$ cat config.mk
export PLATFORM = sky130hd
export DESIGN_NAME = cfg_regmap_bank_flat
export DESIGN_NICKNAME = d
export VERILOG_FILES = /design/src/rtl/cfg_regmap_bank_if.sv /design/src/rtl/cfg_regmap_bank.sv /design/src/flat_wrapper.sv
export SDC_FILE = /design/constraint.sdc
export NUM_CORES = 1
export LEC_CHECK = 0
export CAP_MARGIN = 0
export CORE_MARGIN = 3
export CORE_UTILIZATION = 53
export DETAILED_ROUTE_END_ITERATION = 10
export PLACE_DENSITY_LB_ADDON = 0.12
export REMOVE_ABC_BUFFERS = 1
export SYNTH_ARGS = -nofsm -noshare
export SYNTH_HDL_FRONTEND = slang
export SYNTH_SLANG_ARGS = --single-unit
$ cat constraint.sdc
create_clock -name clk -period 2.8 [get_ports clk]
set_input_delay 0.56 -clock clk [delete_from_list [all_inputs] [get_ports clk]]
set_output_delay 0.56 -clock clk [all_outputs]
set_load 0.005 [all_outputs]
$ cat src/rtl/cfg_regmap_bank_if.sv
// ---------------------------------------------------------------------------
// cfg_regmap_bank_if
// Bus bundle for the configuration register bank.
//   Write request : wr_cmd, wr_addr, wr_data, wr_keep      (master -> slave)
//   Write status  : wr_ready, wr_valid, wr_err             (slave -> master)
//   Read request  : rd_cmd, rd_addr                        (master -> slave)
//   Read response : rd_data, rd_valid, rd_err              (slave -> master)
// ---------------------------------------------------------------------------
interface cfg_regmap_bank_if #(
  parameter int DATA_W = 32,
  parameter int ADDR_W = 8
);
  logic              wr_cmd;
  logic [ADDR_W-1:0] wr_addr;
  logic [DATA_W-1:0] wr_data;
  logic [DATA_W-1:0] wr_keep;
  logic              wr_ready;
  logic              wr_valid;
  logic [1:0]        wr_err;
  logic              rd_cmd;
  logic [ADDR_W-1:0] rd_addr;
  logic [DATA_W-1:0] rd_data;
  logic              rd_valid;
  logic              rd_err;

  modport master (
    output wr_cmd, wr_addr, wr_data, wr_keep, rd_cmd, rd_addr,
    input  wr_ready, wr_valid, wr_err, rd_data, rd_valid, rd_err
  );

  modport slave (
    input  wr_cmd, wr_addr, wr_data, wr_keep, rd_cmd, rd_addr,
    output wr_ready, wr_valid, wr_err, rd_data, rd_valid, rd_err
  );
endinterface

$ cat src/rtl/cfg_regmap_bank.sv
// ---------------------------------------------------------------------------
// cfg_regmap_bank
// Configuration register bank with masked writes, error reporting and
// optional shadow/commit double-buffering. Register 0 is a read-only
// VERSION register.
//
// Optional feature macro: CFG_REGMAP_SHADOW_EN
//   defined   : writes land in shadow registers, commit_strobe copies them
//               to the active set that drives cfg_regs.
//   undefined : writes land directly in the active set, commit_strobe is
//               ignored and commit_pending stays 0.
//
// Ports:
//   clk, rst_n      : clock (rising edge), asynchronous active-low reset
//   bus (slave)     : write/read bus, see cfg_regmap_bank_if
//   commit_strobe   : shadow -> active transfer request
//   commit_pending  : shadow contents differ from last commit
//   cfg_regs        : flattened active registers, reg i at [i*DATA_W +: DATA_W]
// ---------------------------------------------------------------------------
module cfg_regmap_bank #(
  parameter int                           DATA_W     = 32,
  parameter int                           ADDR_W     = 8,
  parameter int                           NUM_REGS   = 16,
  parameter logic [NUM_REGS*DATA_W-1:0]   RESET_VALS = '0,
  parameter logic [31:0]                  VERSION    = 32'h0001_0000
) (
  input  logic                         clk,
  input  logic                         rst_n,
  cfg_regmap_bank_if.slave             bus,
  input  logic                         commit_strobe,
  output logic                         commit_pending,
  output logic [NUM_REGS*DATA_W-1:0]   cfg_regs
);

  localparam int                IDX_W      = $clog2(NUM_REGS);
  localparam logic [ADDR_W:0]   NUM_REGS_L = (ADDR_W+1)'(NUM_REGS);
  localparam logic [DATA_W-1:0] VERSION_L  = DATA_W'(VERSION);

  localparam logic [1:0] ST_IDLE  = 2'd0;
  localparam logic [1:0] ST_CHECK = 2'd1;
  localparam logic [1:0] ST_RESP  = 2'd2;

  logic [1:0]        state_q, state_d;
  logic [ADDR_W-1:0] wr_addr_q;
  logic [DATA_W-1:0] wr_data_q;
  logic [DATA_W-1:0] wr_keep_q;
  logic              wr_ready_q;
  logic              wr_valid_q;
  logic [1:0]        wr_err_q;
  logic              rd_valid_q;
  logic              rd_err_q;
  logic [DATA_W-1:0] rd_data_q;

  // Registers written by the bus: shadow set with the feature, active set without.
  logic [DATA_W-1:0] shadow_q [NUM_REGS];

  logic [1:0]        wr_code_s;
  logic              wr_do_s;
  logic [IDX_W-1:0]  wr_idx_s;
  logic [DATA_W-1:0] wr_new_s;
  logic [IDX_W-1:0]  rd_idx_s;
  logic              rd_oor_s;
  logic [DATA_W-1:0] rd_val_s;

  assign wr_idx_s = wr_addr_q[IDX_W-1:0];
  assign rd_idx_s = bus.rd_addr[IDX_W-1:0];
  assign rd_oor_s = ({1'b0, bus.rd_addr} >= NUM_REGS_L);
  assign wr_new_s = (shadow_q[wr_idx_s] & ~wr_keep_q) | (wr_data_q & wr_keep_q);
  assign wr_do_s  = (state_q == ST_CHECK) && (wr_code_s == 2'b00);

  // Classify the latched write; range beats read-only beats empty mask.
  always_comb begin
    wr_code_s = 2'b00;
    if ({1'b0, wr_addr_q} >= NUM_REGS_L) begin
      wr_code_s = 2'b11;
    end else if (wr_addr_q == '0) begin
      wr_code_s = 2'b01;
    end else if (wr_keep_q == '0) begin
      wr_code_s = 2'b10;
    end else begin
      wr_code_s = 2'b00;
    end
  end

  // Write FSM next state: one accept cycle, then CHECK and RESP.
  always_comb begin
    state_d = state_q;
    case (state_q)
      ST_IDLE:  state_d = bus.wr_cmd ? ST_CHECK : ST_IDLE;
      ST_CHECK: state_d = ST_RESP;
      ST_RESP:  state_d = ST_IDLE;
      default:  state_d = ST_IDLE;
    endcase
  end

  // Write FSM state, request latch and registered response outputs.
  always_ff @(posedge clk or negedge rst_n) begin
    if (!rst_n) begin
      state_q    <= ST_IDLE;
      wr_ready_q <= 1'b1;
      wr_valid_q <= 1'b0;
      wr_err_q   <= 2'b00;
      wr_addr_q  <= '0;
      wr_data_q  <= '0;
      wr_keep_q  <= '0;
    end else begin
      state_q    <= state_d;
      wr_ready_q <= (state_d == ST_IDLE);
      // Response is registered on the CHECK edge so it is visible during RESP only.
      wr_valid_q <= wr_do_s;
      wr_err_q   <= (state_q == ST_CHECK) ? wr_code_s : 2'b00;
      if ((state_q == ST_IDLE) && bus.wr_cmd) begin
        wr_addr_q <= bus.wr_addr;
        wr_data_q <= bus.wr_data;
        wr_keep_q <= bus.wr_keep;
      end
    end
  end

  // Bus-writable register storage with masked update.
  always_ff @(posedge clk or negedge rst_n) begin
    if (!rst_n) begin
      for (int i = 0; i < NUM_REGS; i++) begin
        shadow_q[i] <= RESET_VALS[i*DATA_W +: DATA_W];
      end
    end else if (wr_do_s) begin
      shadow_q[wr_idx_s] <= wr_new_s;
    end
  end

  // Read data selection; register 0 always reports VERSION.
  always_comb begin
    rd_val_s = '0;
    if (rd_oor_s) begin
      rd_val_s = '0;
    end else if (bus.rd_addr == '0) begin
      rd_val_s = VERSION_L;
    end else begin
      rd_val_s = shadow_q[rd_idx_s];
    end
  end

  // Registered read response; sampling before the write edge yields pre-write data.
  always_ff @(posedge clk or negedge rst_n) begin
    if (!rst_n) begin
      rd_valid_q <= 1'b0;
      rd_err_q   <= 1'b0;
      rd_data_q  <= '0;
    end else begin
      rd_valid_q <= bus.rd_cmd;
      rd_err_q   <= bus.rd_cmd & rd_oor_s;
      rd_data_q  <= bus.rd_cmd ? rd_val_s : '0;
    end
  end

`ifdef CFG_REGMAP_SHADOW_EN
  logic [DATA_W-1:0] active_q [NUM_REGS];
  logic              commit_pending_q;

  // Active set takes the pre-edge shadow contents on a commit.
  always_ff @(posedge clk or negedge rst_n) begin
    if (!rst_n) begin
      for (int i = 0; i < NUM_REGS; i++) begin
        active_q[i] <= RESET_VALS[i*DATA_W +: DATA_W];
      end
    end else if (commit_strobe) begin
      for (int i = 0; i < NUM_REGS; i++) begin
        active_q[i] <= shadow_q[i];
      end
    end
  end

  // A write coinciding with a commit is not part of it, so pending wins.
  always_ff @(posedge clk or negedge rst_n) begin
    if (!rst_n) begin
      commit_pending_q <= 1'b0;
    end else if (wr_do_s) begin
      commit_pending_q <= 1'b1;
    end else if (commit_strobe) begin
      commit_pending_q <= 1'b0;
    end
  end

  assign commit_pending = commit_pending_q;
`else
  logic unused_commit_s;
  assign unused_commit_s = commit_strobe;
  assign commit_pending  = 1'b0;
`endif

  for (genvar gi = 0; gi < NUM_REGS; gi++) begin : g_cfg
    if (gi == 0) begin : g_ver
      assign cfg_regs[gi*DATA_W +: DATA_W] = VERSION_L;
    end else begin : g_reg
`ifdef CFG_REGMAP_SHADOW_EN
      assign cfg_regs[gi*DATA_W +: DATA_W] = active_q[gi];
`else
      assign cfg_regs[gi*DATA_W +: DATA_W] = shadow_q[gi];
`endif
    end
  end

  assign bus.wr_ready = wr_ready_q;
  assign bus.wr_valid = wr_valid_q;
  assign bus.wr_err   = wr_err_q;
  assign bus.rd_valid = rd_valid_q;
  assign bus.rd_err   = rd_err_q;
  assign bus.rd_data  = rd_data_q;

endmodule

$ cat src/flat_wrapper.sv
// flat-port wrapper written by rule: the top's interface ports become plain ports
module cfg_regmap_bank_flat 
#(
  parameter int                           DATA_W     = 32,
  parameter int                           ADDR_W     = 8,
  parameter int                           NUM_REGS   = 16,
  parameter logic [NUM_REGS*DATA_W-1:0]   RESET_VALS = '0,
  parameter logic [31:0]                  VERSION    = 32'h0001_0000
)
  (clk, rst_n, commit_strobe, commit_pending, cfg_regs, bus_wr_cmd, bus_wr_addr, bus_wr_data, bus_wr_keep, bus_rd_cmd, bus_rd_addr, bus_wr_ready, bus_wr_valid, bus_wr_err, bus_rd_data, bus_rd_valid, bus_rd_err);
  cfg_regmap_bank_if #(.DATA_W(DATA_W), .ADDR_W(ADDR_W)) bus_i ();
  input  logic clk;
  input  logic rst_n;
  input  logic commit_strobe;
  output logic commit_pending;
  output logic [NUM_REGS*DATA_W-1:0] cfg_regs;
  input wire logic [$bits(bus_i.wr_cmd)-1:0] bus_wr_cmd;
  input wire logic [$bits(bus_i.wr_addr)-1:0] bus_wr_addr;
  input wire logic [$bits(bus_i.wr_data)-1:0] bus_wr_data;
  input wire logic [$bits(bus_i.wr_keep)-1:0] bus_wr_keep;
  input wire logic [$bits(bus_i.rd_cmd)-1:0] bus_rd_cmd;
  input wire logic [$bits(bus_i.rd_addr)-1:0] bus_rd_addr;
  output wire logic [$bits(bus_i.wr_ready)-1:0] bus_wr_ready;
  output wire logic [$bits(bus_i.wr_valid)-1:0] bus_wr_valid;
  output wire logic [$bits(bus_i.wr_err)-1:0] bus_wr_err;
  output wire logic [$bits(bus_i.rd_data)-1:0] bus_rd_data;
  output wire logic [$bits(bus_i.rd_valid)-1:0] bus_rd_valid;
  output wire logic [$bits(bus_i.rd_err)-1:0] bus_rd_err;
  assign bus_i.wr_cmd = bus_wr_cmd;
  assign bus_i.wr_addr = bus_wr_addr;
  assign bus_i.wr_data = bus_wr_data;
  assign bus_i.wr_keep = bus_wr_keep;
  assign bus_i.rd_cmd = bus_rd_cmd;
  assign bus_i.rd_addr = bus_rd_addr;
  assign bus_wr_ready = bus_i.wr_ready;
  assign bus_wr_valid = bus_i.wr_valid;
  assign bus_wr_err = bus_i.wr_err;
  assign bus_rd_data = bus_i.rd_data;
  assign bus_rd_valid = bus_i.rd_valid;
  assign bus_rd_err = bus_i.rd_err;
  cfg_regmap_bank #(.DATA_W(DATA_W), .ADDR_W(ADDR_W), .NUM_REGS(NUM_REGS), .RESET_VALS(RESET_VALS), .VERSION(VERSION)) u_core (.clk(clk), .rst_n(rst_n), .bus(bus_i), .commit_strobe(commit_strobe), .commit_pending(commit_pending), .cfg_regs(cfg_regs));
endmodule
## After elaboration in Yosys (flattened, before gate mapping)

Index checks and enable logic that the tools add are counted.

- Order comparisons: 5
- Eq/ne operators: 1
- Mux-type cells: 18
- Bitwise operators: 7
- Reductions and logical operators: 9

Operators with widths:

| operator | number |
|---|---|
| bitwise mux 512 bit | 1 |
| binary-select mux 32 bit (select 4 bit) | 2 |
| 2-to-1 mux 32 bit | 8 |
| demux 32 bit (select 4 bit) | 1 |
| AND 32 bit | 2 |
| zero test 32 bit | 1 |
| NOT 32 bit | 1 |
| bitwise OR 32 bit | 1 |
| greater-or-equal comparator 8 x 5 -> 1 bit (second input constant) | 2 |
| zero test 8 bit | 2 |
| greater-or-equal comparator 5 bit (second input constant) | 2 |
| NOT 4 -> 5 bit | 2 |
| 2-to-1 mux 2 bit | 4 |
| zero test 2 bit | 3 |
| < comparator 5 x 1 -> 1 bit (second input constant) | 1 |
| one-hot mux 2 bit (2 select lines) | 1 |
| logical AND 1 bit | 3 |
| == test 2 x 1 -> 1 bit (second input constant) | 1 |
| AND 1 bit | 1 |
| 2-to-1 mux 1 bit | 1 |

- Register bits after elaboration: 624
- Bits of input ports: 85
- Logic and storage cells: 66

## Longest topological paths before layout

- Depth after elaboration: 7
- Gate-level depth with buffers: 11
- Depth with buffers taken out: 5

## Worst setup path after synthesis

No wires, ideal clock.

- Path type: register to register
- Start: reg u_core.wr_addr_q[1]
- End: reg u_core.shadow_q, in the netlist u_core.cfg_regs[174]
- Arrival time: 2.478 ns
- Required time: 2.667 ns
- Path slack: 0.188 ns
- Cell stages (with the launch flop): 7
- Path buffers: 2
- Cells stage by stage: dfrtp_1 > buf_1 > mux4_2 > a22o_1 > o41ai_2 > clkbuf_1 > o21ai_0

- Cells in the longest elaborated chain, start to end: 7

RTL lines:

| element | line | source |
|---|---|---|
| start, declared | cfg_regmap_bank.sv:44 | `logic [ADDR_W-1:0] wr_addr_q;` |
| start signal, assigned | cfg_regmap_bank.sv:113 | `wr_addr_q <= bus.wr_addr;` |
| NOT 4 -> 5 bit (implied by the code) | cfg_regmap_bank.sv:68, cfg_regmap_bank.sv:127 |  |
| binary-select mux 32 bit (select 4 bit) | cfg_regmap_bank.sv:68 | `assign wr_new_s = (shadow_q[wr_idx_s] & ~wr_keep_q) \| (wr_data_q & wr_keep_q);` |
| 2-to-1 mux 32 bit (implied by the code) (2 in series) | cfg_regmap_bank.sv:68 |  |
| AND 32 bit | cfg_regmap_bank.sv:68 |  |
| bitwise OR 32 bit | cfg_regmap_bank.sv:68 |  |
| bitwise mux 512 bit | cfg_regmap_bank.sv:127 | `shadow_q[wr_idx_s] <= wr_new_s;` |
| end signal, assigned by index | cfg_regmap_bank.sv:124 | `shadow_q[i] <= RESET_VALS[i*DATA_W +: DATA_W];` |
| end signal, assigned by index | cfg_regmap_bank.sv:127 |  |
| end, declared | cfg_regmap_bank.sv:55 | `logic [DATA_W-1:0] shadow_q [NUM_REGS];` |

Parallel ways exist; a longest one is shown, timed or not. The select of a mux whose other input is x is not followed.
A chain may end at the register's enable or synchronous reset.

## Worst setup path in the final report

- Start: reg u_core.wr_addr_q[3]
- End: reg u_core.shadow_q, in the netlist u_core.cfg_regs[505]

Same word-level chain as after synthesis.

==> results.cfg <==
[outcome]
status = completed

[detailed_routing]
routedWlPerCell_um = 29.19
drtPass1Iterations = 6
postRouteAntennaNets = 0
drt_iter0_markers = 2473
viasPerCell = 6.179
vias = 25270
drt-total-wl_um = 119400
drc = 0

[grt]
antenna_found_initial = 9
use_met1 = 0.4560
grt_use_met3 = 0.09733
grt-busiest-layer = met2
grt_pass1_wl_um = 173500
grtUsageMet2 = 0.5515
grt_max_degree = 67
grt_pass1_vias = 25800
overflow = 0
grt_usage = 0.3501

[die]
die_y_um = 260.3
dieArea_um2 = 67780
dieWidth_um = 260.3
floorplan.initialDensity = 0.5396
rows = 92
ios = 636
core-area_um2 = 63540

[run]
cap_violations = 0

[logic_synthesis]
synth-edff-count = 0
synth-main-ff-cell = dfrtp_1
synthDistinctLibCells = 43
syn_area_per_cell_um2 = 11.16
ys_async_sr_fraction = 1.000
ys_seq_area_frac = 0.4555
synthTopCellsByArea = dfrtp_1 45%, mux4_2 14%, buf_4 11%, o21ai_0 5.5%, nand2_1 5.3%
syn_area_um2 = 34290
synth_top_area_frac = 0.4547
synth_cells = 3071
yosysTopAreaCell = dfrtp_1
synth_seq_cells = 624
yosysWarnings = 0

[timing]
period_share = 0.9719
clock.fmax_mhz = 367.5
maxSlewViolCount = 0
hold_viol_final = 0
fin_crit_ns = 2.721
rsz0062_at_grt = no
worst_pin_slew_ns = 1.098
slew_headroom = 0.2667
skew_ns = 0.01660
setup_violations = 0

[placed_design]
port_buffers = 601
postPlaceCellArea_um2 = 39100
routabilityCongestion = 0.8903
dpl.hpwl_um = 83610

[power]
internal_power_w = 0.01847
pwr-share-comb = 0.251
p_sw_w = 0.008313
swShare = 0.3104
peakVddDrop_v = 0.0004671
clockPowerShare = 0.339
p_per_area_nw_per_um2 = 646.3
p_leak_nw = 17.16
seq_power_share = 0.411

[min_path]
worstHoldPathType = flop to flop

[cells_and_area]
nFillCells = 4799
area_delta_synth_final_pct = 20.85
drive_gt1_frac = 0.2054
final_area_um2 = 41430
final_util = 0.6521
multi_input_area_um2 = 14130
layout.nets = 3270
register_area_um2 = 15620

[worst_setup_path]
crit_top_cell = buf_4
cp-end-kind = flop
crit_path_start_kind = flop
cp_max_fo = 25
worstPathArrival_ns = 3.23
slowest_stage = dfrtp_4
cp.required_ns = 3.31
path_cells = nand3_2 -> buf_4 -> o22ai_1 -> o41ai_2 -> buf_4 -> o21ai_0
path_class = flop to flop
max_stage_delay_ns = 0.76

[cts]
clockRootBuffer = clkbuf_16
numCtsBuffers = 69
clk_latency_ns = 0.61
clockBufferDepth = 3
post_cts_buffers = 0
cts_sinks = 624
htreeDepth = 3
path_clk_slew_ns = 0.06
cts_tree = built
-- cell usage after synthesis, types with 7 or more instances --
library cell,count
o41ai_2,25
buf_4,517
o22ai_1,51
buf_2,32
mux4_2,217
a22o_1,29
buf_1,7
nand2b_1,27
a211oi_1,22
o21ai_0,379
mux2_2,80
nand2_1,488
nor2b_1,43
o2111ai_1,9
clkbuf_1,224
o31ai_1,91
o21ai_1,9
mux2i_1,127
nor4_1,9
dfrtp_1,623
-- sequential cells by signal (all words and copies together), names as in the netlist --
register / count
u_core.wr_keep_q: 32
u_core.cfg_regs: 480
u_core.bus.rd_err: 1
u_core.bus.rd_data: 32
u_core.wr_data_q: 32
u_core.wr_addr_q: 8
u_core.shadow_q: 32
u_core.state_q: 2
u_core.bus.rd_valid: 1
u_core.bus.wr_err: 2
u_core.bus.wr_valid: 1
u_core.bus.wr_ready: 1
-- final cells by class --
| cell class | count | share of cell area |
|---|---|---|
| Clock buffer | 102 | 0.04883 |
| Clock inverter | 22 | 0.005103 |
| Antenna cell | 5 | 0.0003020 |
| Multi-Input combinational cell | 1689 | 0.3409 |
| Timing Repair Buffer | 798 | 0.2019 |
| Sequential cell | 624 | 0.3771 |
| Tap cell | 846 | 0.02555 |
| Inverter | 3 | 0.0002718 |
-- layer usage --
| metal | wire (um) | up-vias |
|---|---|---|
| li1 | - | 10630 |
| met1 | 45160 | 12850 |
| met2 | 55820 | 1455 |
| met3 | 12550 | 320 |
| met4 | 5683 | 12 |
| met5 | 135 | - |
-- metrics by stage --
stage / setup TNS [ns] / total power, W / cells / worst slack [ns] / hold WS, ns
2_1_floorplan: -3804.10 / 0.01391 / 2316 / -7.649 / 0.2644
5_1_grt: 0 / 0.02773 / 4088 / 0.00001177 / 0.4131
3_5_place_dp: -17.24 / 0.01771 / 3959 / -0.1588 / 0.3840
6_report: 0 / 0.02678 / 4089 / 0.07879 / 0.3978
4_1_cts: 0 / 0.02679 / 4084 / 0.01240 / 0.3995
3_3_place_gp: -7.234 / 0.01754 / 3959 / -0.1316 / 0.3783
-- path summary, 6_finish.rpt --
kind                                                  startpoint                                to  slack [ns]  cells after the start
worst max register to register   u_core.wr_addr_q[3]$_DFFE_PN0P_  u_core.cfg_regs[505]$_DFFE_PN0P_        0.08                      6
worst max-delay path             u_core.wr_addr_q[3]$_DFFE_PN0P_  u_core.cfg_regs[505]$_DFFE_PN0P_        0.08                      6
min in group asynchronous                                  rst_n  u_core.bus.rd_data[18]$_DFF_PN0_        0.53                      2
worst min register to register  u_core.shadow_q[502]$_DFFE_PN0P_  u_core.shadow_q[502]$_DFFE_PN0P_        0.40                      0
max in group asynchronous                                  rst_n  u_core.cfg_regs[258]$_DFFE_PN0P_        1.28                      4
worst min-delay path            u_core.shadow_q[502]$_DFFE_PN0P_  u_core.shadow_q[502]$_DFFE_PN0P_        0.40                      0
-- timing repair --
action | CTS | global route
hold buffers | 1 | 0
endpoints found under the hold margin | 47 | 0
setup endpoints to repair | 437 | 20
gates resized for setup | 6 | 2
-- logic make-up after synthesis --
kind of cell / count (synthesis) / share of synthesized area
mux: 424 / 0.2059
simple gates: 589 / 0.07175
compound gates: 643 / 0.1212
buf+inv: 789 / 0.1455
other cells: 2 / 0.0002190
flops: 624 / 0.4555
-- layout by cell type, fill, tap and decap left out, types with 3 or more instances in the layout --
cell	count
and2_1	4
o41ai_4	5
a22o_1	29
clkbuf_16	71
clkbuf_1	18
buf_4	129
mux2_2	80
nand2b_1	27
nor2b_1	42
a21oi_1	5
diode_2	5
o41ai_2	20
conb_1	33
o22ai_1	51
bufinv_16	3
mux2i_1	127
inv_6	5
nor2_1	5
inv_1	3
dfrtp_1	621
o221ai_1	6
o21ai_0	379
o21ai_1	8
nand2_1	488
clkinv_2	11
o2111ai_4	15
clkinvlp_4	3
a211oi_2	5
mux4_2	217
nor4_1	7
clkbuf_8	13
clkdlybuf4s50_1	596
o31ai_1	91
a211oi_1	22
buf_12	69
-- power by group through the flow --
stage               Sequential, W  Clock [W]  Combinational (W)
finish                     0.0110    0.00907            0.00671
global placement           0.0111          0            0.00648
detailed placement         0.0111          0            0.00660
CTS                        0.0110    0.00916            0.00666
global route               0.0111    0.00953            0.00712
floorplan                  0.0110          0            0.00290
-- worst max-delay path: cells and delay by family (launching register included) --
kind            cells  cell delay, ns
compound gates      3            0.51
buf+inv             2            0.66
flops               1            0.76
simple gates        1            0.67
(Power assumes the default switching activity.)
